==> config.mk <==
export PLATFORM = sky130hd
export DESIGN_NAME = ym3438_host_writer
export DESIGN_NICKNAME = d
export VERILOG_FILES = /design/src/rtl/ym3438_host_pkg.sv /design/src/rtl/ym3438_bus_strobe.sv /design/src/rtl/ym3438_host_writer.sv
export SDC_FILE = /design/constraint.sdc
export NUM_CORES = 1
export LEC_CHECK = 0
export ABC_AREA = 1
export CAP_MARGIN = 5
export CORE_MARGIN = 2
export CORE_UTILIZATION = 55
export DETAILED_ROUTE_END_ITERATION = 7
export PLACE_DENSITY = 0.81
export SYNTH_ARGS = -nofsm -noshare
export SYNTH_HDL_FRONTEND = slang
export SYNTH_SLANG_ARGS = --single-unit
==> constraint.sdc <==
create_clock -name MCLK -period 4.7 [get_ports MCLK]
set_input_delay 1.41 -clock MCLK [delete_from_list [all_inputs] [get_ports MCLK]]
set_output_delay 1.41 -clock MCLK [all_outputs]
set_load 0.02 [all_outputs]
==> src/rtl/ym3438_host_pkg.sv <==
// Shared types and constants for the ym3438 host-side write initiator.
// Latency: none (declarations only).
// Backpressure: none (declarations only).
package ym3438_host_pkg;

  // Top-level transaction state.
  typedef enum logic [2:0] {
    ST_IDLE,
    ST_ADDR,
    ST_DATA,
    ST_POLL,
    ST_POLL_GAP
  } state_e;

  // Kind of bus phase the strobe sequencer runs.
  typedef enum logic [1:0] {
    PH_WR_ADDR,
    PH_WR_DATA,
    PH_RD_STATUS
  } phase_e;

  // Busy flag position in the chip status byte.
  localparam int BUSY_BIT = 7;

  // A0 selects address (0) or data (1) register of the addressed bank.
  localparam logic ADDR_A0_ADDR = 1'b0;
  localparam logic ADDR_A0_DATA = 1'b1;

endpackage

==> src/rtl/ym3438_bus_strobe.sv <==
// Single bus-phase sequencer: setup, strobe pulse, hold, optional CS-high gap.
// Latency: outputs registered; phase lasts SETUP+PULSE+1(+GAP) cycles from the start edge.
// Backpressure: none; start_i is only asserted by the owner while idle or on done_o.
// Ports:
//   clk_i, rst_ni          clock, synchronous active-low reset
//   start_i, ptype_i       begin a phase of the given kind (write address/data or status read)
//   use_gap_i              append GAP CS-high cycles to the phase
//   cs_n_o, wr_n_o, rd_n_o bus strobes, active low
//   oe_o                   host drives data (write phases, CS-low window only)
//   sample_o               high during the last strobe-low cycle of a read
//   done_o                 high during the last cycle of the phase
module ym3438_bus_strobe
  import ym3438_host_pkg::*;
#(
  parameter int SETUP = 1,
  parameter int PULSE = 4,
  parameter int GAP   = 2
) (
  input  logic   clk_i,
  input  logic   rst_ni,
  input  logic   start_i,
  input  phase_e ptype_i,
  input  logic   use_gap_i,
  output logic   cs_n_o,
  output logic   wr_n_o,
  output logic   rd_n_o,
  output logic   oe_o,
  output logic   sample_o,
  output logic   done_o
);

  // Positions within a phase are counted from 1; 0 means no phase running.
  localparam logic [15:0] P_STROBE_FIRST = 16'(SETUP + 1);
  localparam logic [15:0] P_STROBE_LAST  = 16'(SETUP + PULSE);
  localparam logic [15:0] P_HOLD         = 16'(SETUP + PULSE + 1);
  localparam logic [15:0] P_LEN_GAP      = 16'(SETUP + PULSE + 1 + GAP);

  logic [15:0] pos_q, pos_d;
  phase_e      ptype_q, ptype_d;
  logic        gap_q, gap_d;
  logic [15:0] len_cur, len_d;
  logic        in_cs, in_strobe, is_read;
  logic        cs_n_q, wr_n_q, rd_n_q, oe_q, sample_q, done_q;

  always_comb begin
    ptype_d = start_i ? ptype_i : ptype_q;
    gap_d   = start_i ? use_gap_i : gap_q;
    len_cur = gap_q ? P_LEN_GAP : P_HOLD;
    len_d   = gap_d ? P_LEN_GAP : P_HOLD;

    if (start_i) begin
      pos_d = 16'd1;
    end else if (pos_q == 16'd0 || pos_q >= len_cur) begin
      pos_d = 16'd0;
    end else begin
      pos_d = pos_q + 16'd1;
    end

    // Outputs are computed from the next position so they are registered
    // yet line up with the cycle the position describes.
    in_cs     = (pos_d != 16'd0) && (pos_d <= P_HOLD);
    in_strobe = (pos_d >= P_STROBE_FIRST) && (pos_d <= P_STROBE_LAST);
    is_read   = (ptype_d == PH_RD_STATUS);
  end

  always_ff @(posedge clk_i) begin
    if (!rst_ni) begin
      pos_q    <= 16'd0;
      ptype_q  <= PH_WR_ADDR;
      gap_q    <= 1'b0;
      cs_n_q   <= 1'b1;
      wr_n_q   <= 1'b1;
      rd_n_q   <= 1'b1;
      oe_q     <= 1'b0;
      sample_q <= 1'b0;
      done_q   <= 1'b0;
    end else begin
      pos_q    <= pos_d;
      ptype_q  <= ptype_d;
      gap_q    <= gap_d;
      cs_n_q   <= !in_cs;
      wr_n_q   <= !(in_strobe && !is_read);
      rd_n_q   <= !(in_strobe && is_read);
      oe_q     <= in_cs && !is_read;
      sample_q <= (pos_d == P_STROBE_LAST) && is_read;
      done_q   <= (pos_d != 16'd0) && (pos_d == len_d);
    end
  end

  assign cs_n_o   = cs_n_q;
  assign wr_n_o   = wr_n_q;
  assign rd_n_o   = rd_n_q;
  assign oe_o     = oe_q;
  assign sample_o = sample_q;
  assign done_o   = done_q;

endmodule

==> src/rtl/ym3438_host_writer.sv <==
// Host bus initiator: turns one register write into address + data WR phases, then optional busy polling.
// Latency: 16 cycles per write without polling (defaults); each poll read SETUP+PULSE+1, re-poll adds GAP.
// Backpressure: req_ready only while idle; requester holds req_valid until accepted, no internal queue.
// Ports:
//   MCLK, IC                     clock, synchronous active-low reset
//   req_valid/req_ready          write request handshake; req_port/req_addr/req_data latched on accept
//   CS, WR, RD, ADDRESS          chip bus control, strobes active low
//   DATA_o, DATA_oe, STATUS_i    bus data out / drive enable, status read back (bit 7 busy)
//   busy, timeout_err            transaction in progress, one-cycle poll give-up pulse
module ym3438_host_writer
  import ym3438_host_pkg::*;
#(
  parameter int SETUP     = 1,
  parameter int PULSE     = 4,
  parameter int GAP       = 2,
  parameter int BUSY_POLL = 1,
  parameter int TIMEOUT   = 255
) (
  input  logic       MCLK,
  input  logic       IC,
  input  logic       req_valid,
  output logic       req_ready,
  input  logic       req_port,
  input  logic [7:0] req_addr,
  input  logic [7:0] req_data,
  output logic       CS,
  output logic       WR,
  output logic       RD,
  output logic [1:0] ADDRESS,
  output logic [7:0] DATA_o,
  output logic       DATA_oe,
  input  logic [7:0] STATUS_i,
  output logic       busy,
  output logic       timeout_err
);

  localparam logic [7:0]  TIMEOUT_C = 8'(TIMEOUT);
  localparam logic [15:0] GAP_C     = 16'(GAP);

  state_e      state_q, state_d;
  logic        port_q, port_d;
  logic [7:0]  data_q, data_d;
  logic [7:0]  poll_cnt_q, poll_cnt_d;
  logic [15:0] gap_cnt_q, gap_cnt_d;
  logic        stat_q, stat_d;
  logic [1:0]  addr_bus_q, addr_bus_d;
  logic [7:0]  data_bus_q, data_bus_d;
  logic        ready_q, busy_q, terr_q, terr_d;

  logic        start;
  phase_e      ptype;
  logic        use_gap;
  logic        ph_done, ph_sample;

  // Only the busy bit of the status byte matters here.
  logic unused_status;
  assign unused_status = ^STATUS_i[6:0];

  always_comb begin
    state_d    = state_q;
    port_d     = port_q;
    data_d     = data_q;
    poll_cnt_d = poll_cnt_q;
    gap_cnt_d  = gap_cnt_q;
    stat_d     = stat_q;
    terr_d     = 1'b0;
    start      = 1'b0;
    ptype      = PH_WR_ADDR;
    use_gap    = 1'b1;

    case (state_q)
      ST_IDLE: begin
        if (req_valid && ready_q) begin
          start      = 1'b1;
          ptype      = PH_WR_ADDR;
          port_d     = req_port;
          data_d     = req_data;
          poll_cnt_d = 8'd0;
          state_d    = ST_ADDR;
        end
      end
      ST_ADDR: begin
        if (ph_done) begin
          start   = 1'b1;
          ptype   = PH_WR_DATA;
          state_d = ST_DATA;
        end
      end
      ST_DATA: begin
        if (ph_done) begin
          if (BUSY_POLL != 0) begin
            start   = 1'b1;
            ptype   = PH_RD_STATUS;
            use_gap = 1'b0;
            state_d = ST_POLL;
          end else begin
            state_d = ST_IDLE;
          end
        end
      end
      ST_POLL: begin
        if (ph_sample) begin
          stat_d     = STATUS_i[BUSY_BIT];
          poll_cnt_d = poll_cnt_q + 8'd1;
        end
        // Decision is taken at the end of the hold cycle, after the sample.
        if (ph_done) begin
          if (!stat_q) begin
            state_d = ST_IDLE;
          end else if (poll_cnt_q < TIMEOUT_C) begin
            gap_cnt_d = 16'd1;
            state_d   = ST_POLL_GAP;
          end else begin
            terr_d  = 1'b1;
            state_d = ST_IDLE;
          end
        end
      end
      ST_POLL_GAP: begin
        if (gap_cnt_q >= GAP_C) begin
          start   = 1'b1;
          ptype   = PH_RD_STATUS;
          use_gap = 1'b0;
          state_d = ST_POLL;
        end else begin
          gap_cnt_d = gap_cnt_q + 16'd1;
        end
      end
      default: state_d = ST_IDLE;
    endcase
  end

  // Address/data bus values are loaded together with the phase start.
  always_comb begin
    addr_bus_d = addr_bus_q;
    data_bus_d = data_bus_q;
    if (start) begin
      case (ptype)
        PH_WR_ADDR: begin
          addr_bus_d = {req_port, ADDR_A0_ADDR};
          data_bus_d = req_addr;
        end
        PH_WR_DATA: begin
          addr_bus_d = {port_q, ADDR_A0_DATA};
          data_bus_d = data_q;
        end
        default: begin
          addr_bus_d = 2'b00;
          data_bus_d = 8'h00;
        end
      endcase
    end
  end

  always_ff @(posedge MCLK) begin
    if (!IC) begin
      state_q    <= ST_IDLE;
      port_q     <= 1'b0;
      data_q     <= 8'h00;
      poll_cnt_q <= 8'd0;
      gap_cnt_q  <= 16'd0;
      stat_q     <= 1'b0;
      addr_bus_q <= 2'b00;
      data_bus_q <= 8'h00;
      ready_q    <= 1'b0;
      busy_q     <= 1'b0;
      terr_q     <= 1'b0;
    end else begin
      state_q    <= state_d;
      port_q     <= port_d;
      data_q     <= data_d;
      poll_cnt_q <= poll_cnt_d;
      gap_cnt_q  <= gap_cnt_d;
      stat_q     <= stat_d;
      addr_bus_q <= addr_bus_d;
      data_bus_q <= data_bus_d;
      ready_q    <= (state_d == ST_IDLE);
      busy_q     <= (state_d != ST_IDLE);
      terr_q     <= terr_d;
    end
  end

  ym3438_bus_strobe #(
    .SETUP (SETUP),
    .PULSE (PULSE),
    .GAP   (GAP)
  ) u_strobe (
    .clk_i     (MCLK),
    .rst_ni    (IC),
    .start_i   (start),
    .ptype_i   (ptype),
    .use_gap_i (use_gap),
    .cs_n_o    (CS),
    .wr_n_o    (WR),
    .rd_n_o    (RD),
    .oe_o      (DATA_oe),
    .sample_o  (ph_sample),
    .done_o    (ph_done)
  );

  assign req_ready   = ready_q;
  assign busy        = busy_q;
  assign timeout_err = terr_q;
  assign ADDRESS     = addr_bus_q;
  assign DATA_o      = data_bus_q;

endmodule

==> impl_results.md <==
- Period minus WS final: 3.13 ns
- Max cap viols: 0
- EDFF count, synth: 0
- Final Max Slew Viols: 0
- WP data required: 4.93 ns
- Async SR Flop Fraction: 0
- Reg-to-reg critical path startpoint: gap_cnt_q[0]
- Global-route wire length before repair: 10.3 mm
- Routed Antenna Nets: 0
- PortBufs: 37
- # hold bufs at CTS: 0
- Reg-to-reg endpoint: u_strobe.rd_n_o
- Row cnt: 27
- Core area: 5440 sq um
- Prevailing post-synth register cell: dfxtp_1
- Compound-Gate Fraction of Synth Area: 0.0989
- Fill count: 445
- Number of buffers created by CTS: 9
- Ys Warns: 0
- Hold path start: gap_cnt_q[10]
- DR WL met2: 2.85 mm
- Hold worst-path end: gap_cnt_q[10]
- FF-to-FF setup slack: 2.55 ns
- Netlist Area Pre-Place: 3050 sq um
- Initial antenna violation count: 0
- Pre-CTS setup slack: 1.34 ns
- Share of layout cells above drive strength 1: 0.119
- Slew @ Worst Pin: 0.484 ns
- Cells after Synth: 375
- Mux cell area share after synthesis: 0
- CTS resizes: 0
- Vias per cell: 5.03
- Clk_lat worst skew: 0.35 ns
- Via count: 2516
- Largest family of logic cells by synthesized area: simple AND/OR/NAND/NOR gates
- Die Wd: 78.4 microns
- Maximum root-to-sink buffer count: 2
- Commonest non-fill, non-tap cell in the layout: dfxtp_1
- Setup crit end kind: flop
- DP Wirelength: 4.07 mm
- Hold Path Class: flop to flop
- Startpoint types: input port
- Post-route setup TNS: 0 ns
- Inserted Diodes: 0
- Nets: 459
- Yosys cell types: 39
- Synth Area in Adders: 0.0328
- Flops & latches, synth: 75
- Final worst setup slack: 1.57 ns
- Cell count of the worst reg-to-reg path: 14
- RSZ-0062 raised after global routing: false
- Xor and xnor fraction of the mapped netlist area: 0.0144
- Leading cell types in the layout, fill and taps excluded: dfxtp_1 (75), nor2_1 (63), nand2_1 (60)
- Die height: 78.4 microns
- Setup repair bufs after CTS: 0
- Initial core utilization: 0.560
- Overall Global Routing Usage: 0.215
- Vias in the first global route: 2349
- Max IR drop VDD: 0.249 mV
- Hold Vio Cnt, Final: 0
- Worst hold slack: 0.439 ns
- Detailed-route DRC error count: 0
- Crit path cell chain: clkdlybuf4s50_1, nand2_1, inv_1, nand3_2, nand2_1, nor2_2, nand2_4, nor2_8, o21ai_1, nand3_1, nand2_1, nand3_1
- Worst hold path depth: 2
- Wirelength, routed: 5.94 mm
- Critical Path AT: 3.37 ns
- Finish-stage setup viols: 0
- Final non-filler cell total: 500
- Register area share after synthesis: 0.493
- Per-cell routed wire length: 11.9 microns
- Worst clock skew: 0.00569 ns
- Simple-Gate Fraction of Synth Area: 0.295
- H-Tree Depth: 3
- Slowest CP cell: clkdlybuf4s50_1
- Pwr dens: 355 nW/um^2
- GPL Wtd Cong: 0.779
- Syn Area/Cell: 8.13 sq um
- Top Metal Used: met4
- Drt initial violations: 162
- Total placed cells including tap cells: 484
- Largest net degree at the start of global routing: 32
- Area growth from synthesis to layout: 22.0%
- Met1 WL: 2.78 mm
- Max FO, Critical Path: 20
- Gr ovfl total: 0
- Worst path max stage delay: 0.45 ns
- Family with the most delay on the worst path: simple AND/OR/NAND/NOR gates
- Critical path class: input port to flop
- CTS tree: done
- Period utilization: 0.666
- WL met3: 192 microns
- Sink Count: 75
- Leak Pwr: 1.55 nW
- Most frequent CP cell: nand2_1
- # IOs: 45
- Clock root buffer: clkbuf_8
- Rel. slew slack: 0.673
- 1st-pass router iterations: 4
- Die area: 6150 sq um
- Outcome: completed
- Max Freq: 0.319 GHz
- Worst-path clk slew: 0.08 ns
- Worst Path Buf+Inv: 2
## registers in the layout, indices dropped and copies added (netlist names), 2 cells and up
name              count
u_strobe.ptype_q      2
gap_cnt_q            16
data_q                8
DATA_o                8
ADDRESS               2
poll_cnt_q            8
u_strobe.pos_q       16
state_q               3
## synthesized netlist by cell type, types with 4 or more instances
library cell,instances,share of area
o21ai_1,6,0.0099
xor2_1,5,0.014
dfxtp_1,75,0.49
nand3_1,24,0.039
a31oi_1,10,0.021
nor2_1,63,0.078
nand2_1,60,0.074
inv_1,27,0.033
clkbuf_1,6,0.0074
o21ai_0,21,0.034
inv_2,6,0.0074
nand4_1,4,0.0082
a21oi_1,13,0.021
nor3_1,4,0.0066
ha_1,8,0.033
nand2_2,6,0.012
nor2_2,5,0.010
## worst max-delay path by stage
stage,start,end,slack (ns),cells after the start
floorplan,req_valid,u_strobe.rd_n_o,2.18,14
global placement,req_valid,u_strobe.rd_n_o,1.34,12
detailed placement,req_valid,u_strobe.oe_o,1.34,12
CTS,req_valid,u_strobe.rd_n_o,1.57,12
global route,req_valid,u_strobe.rd_n_o,1.29,12
finish,req_valid,u_strobe.rd_n_o,1.57,12
## metrics by stage
step | instance area, sq um | total power, mW | utilization
6_report | 3720 | 1.32 | 0.683
3_3_place_gp | 3500 | 0.793 | 0.644
4_1_cts | 3720 | 1.33 | 0.683
2_1_floorplan | 3090 | 0.749 | -
3_5_place_dp | 3500 | 0.797 | 0.644
5_1_grt | 3720 | 1.38 | 0.683
## worst min-delay path: cells and delay by family, from the launching register on
family / cells / cell delay, ns
DFF: 1 / 0.31
and+or+nand+nor: 2 / 0.09
## metal layers
| layer | track usage | up-vias |
|---|---|---|
| met4 | 0.125 | 0 |
| met1 | 0.265 | 1148 |
| li1 | - | 1305 |
| met5 | 0 | - |
| met2 | 0.352 | 53 |
| met3 | 0.0391 | 10 |
## report_power, final
part           internal, mW  switching, mW
Clock                 0.297          0.240
Sequential            0.658         0.0107
Combinational        0.0504         0.0631
## kinds of logic (layout without fill, tap and decap cells)
kind of cell,count (synthesis),count (layout)
xor gates and xnor gates,5,5
and+or+nand+nor,185,185
buffers and inverters,47,90
DFF,75,75
adders and majority gates,8,8
other,1,11
AOI/OAI and AO/OA,54,54
## area by class of cell
cell class | count | area, sq um | area share
well taps | 72 | 90.1 | 0.0242
clock buffers | 9 | 124 | 0.0333
clock inverters | 7 | 92.6 | 0.0249
repair buffers | 39 | 385 | 0.104
flip-flops and latches | 75 | 1500 | 0.404
multi-input cells | 263 | 1390 | 0.373
inverters | 35 | 139 | 0.0374
No activity file was read; power rests on OpenSTA's default activity.
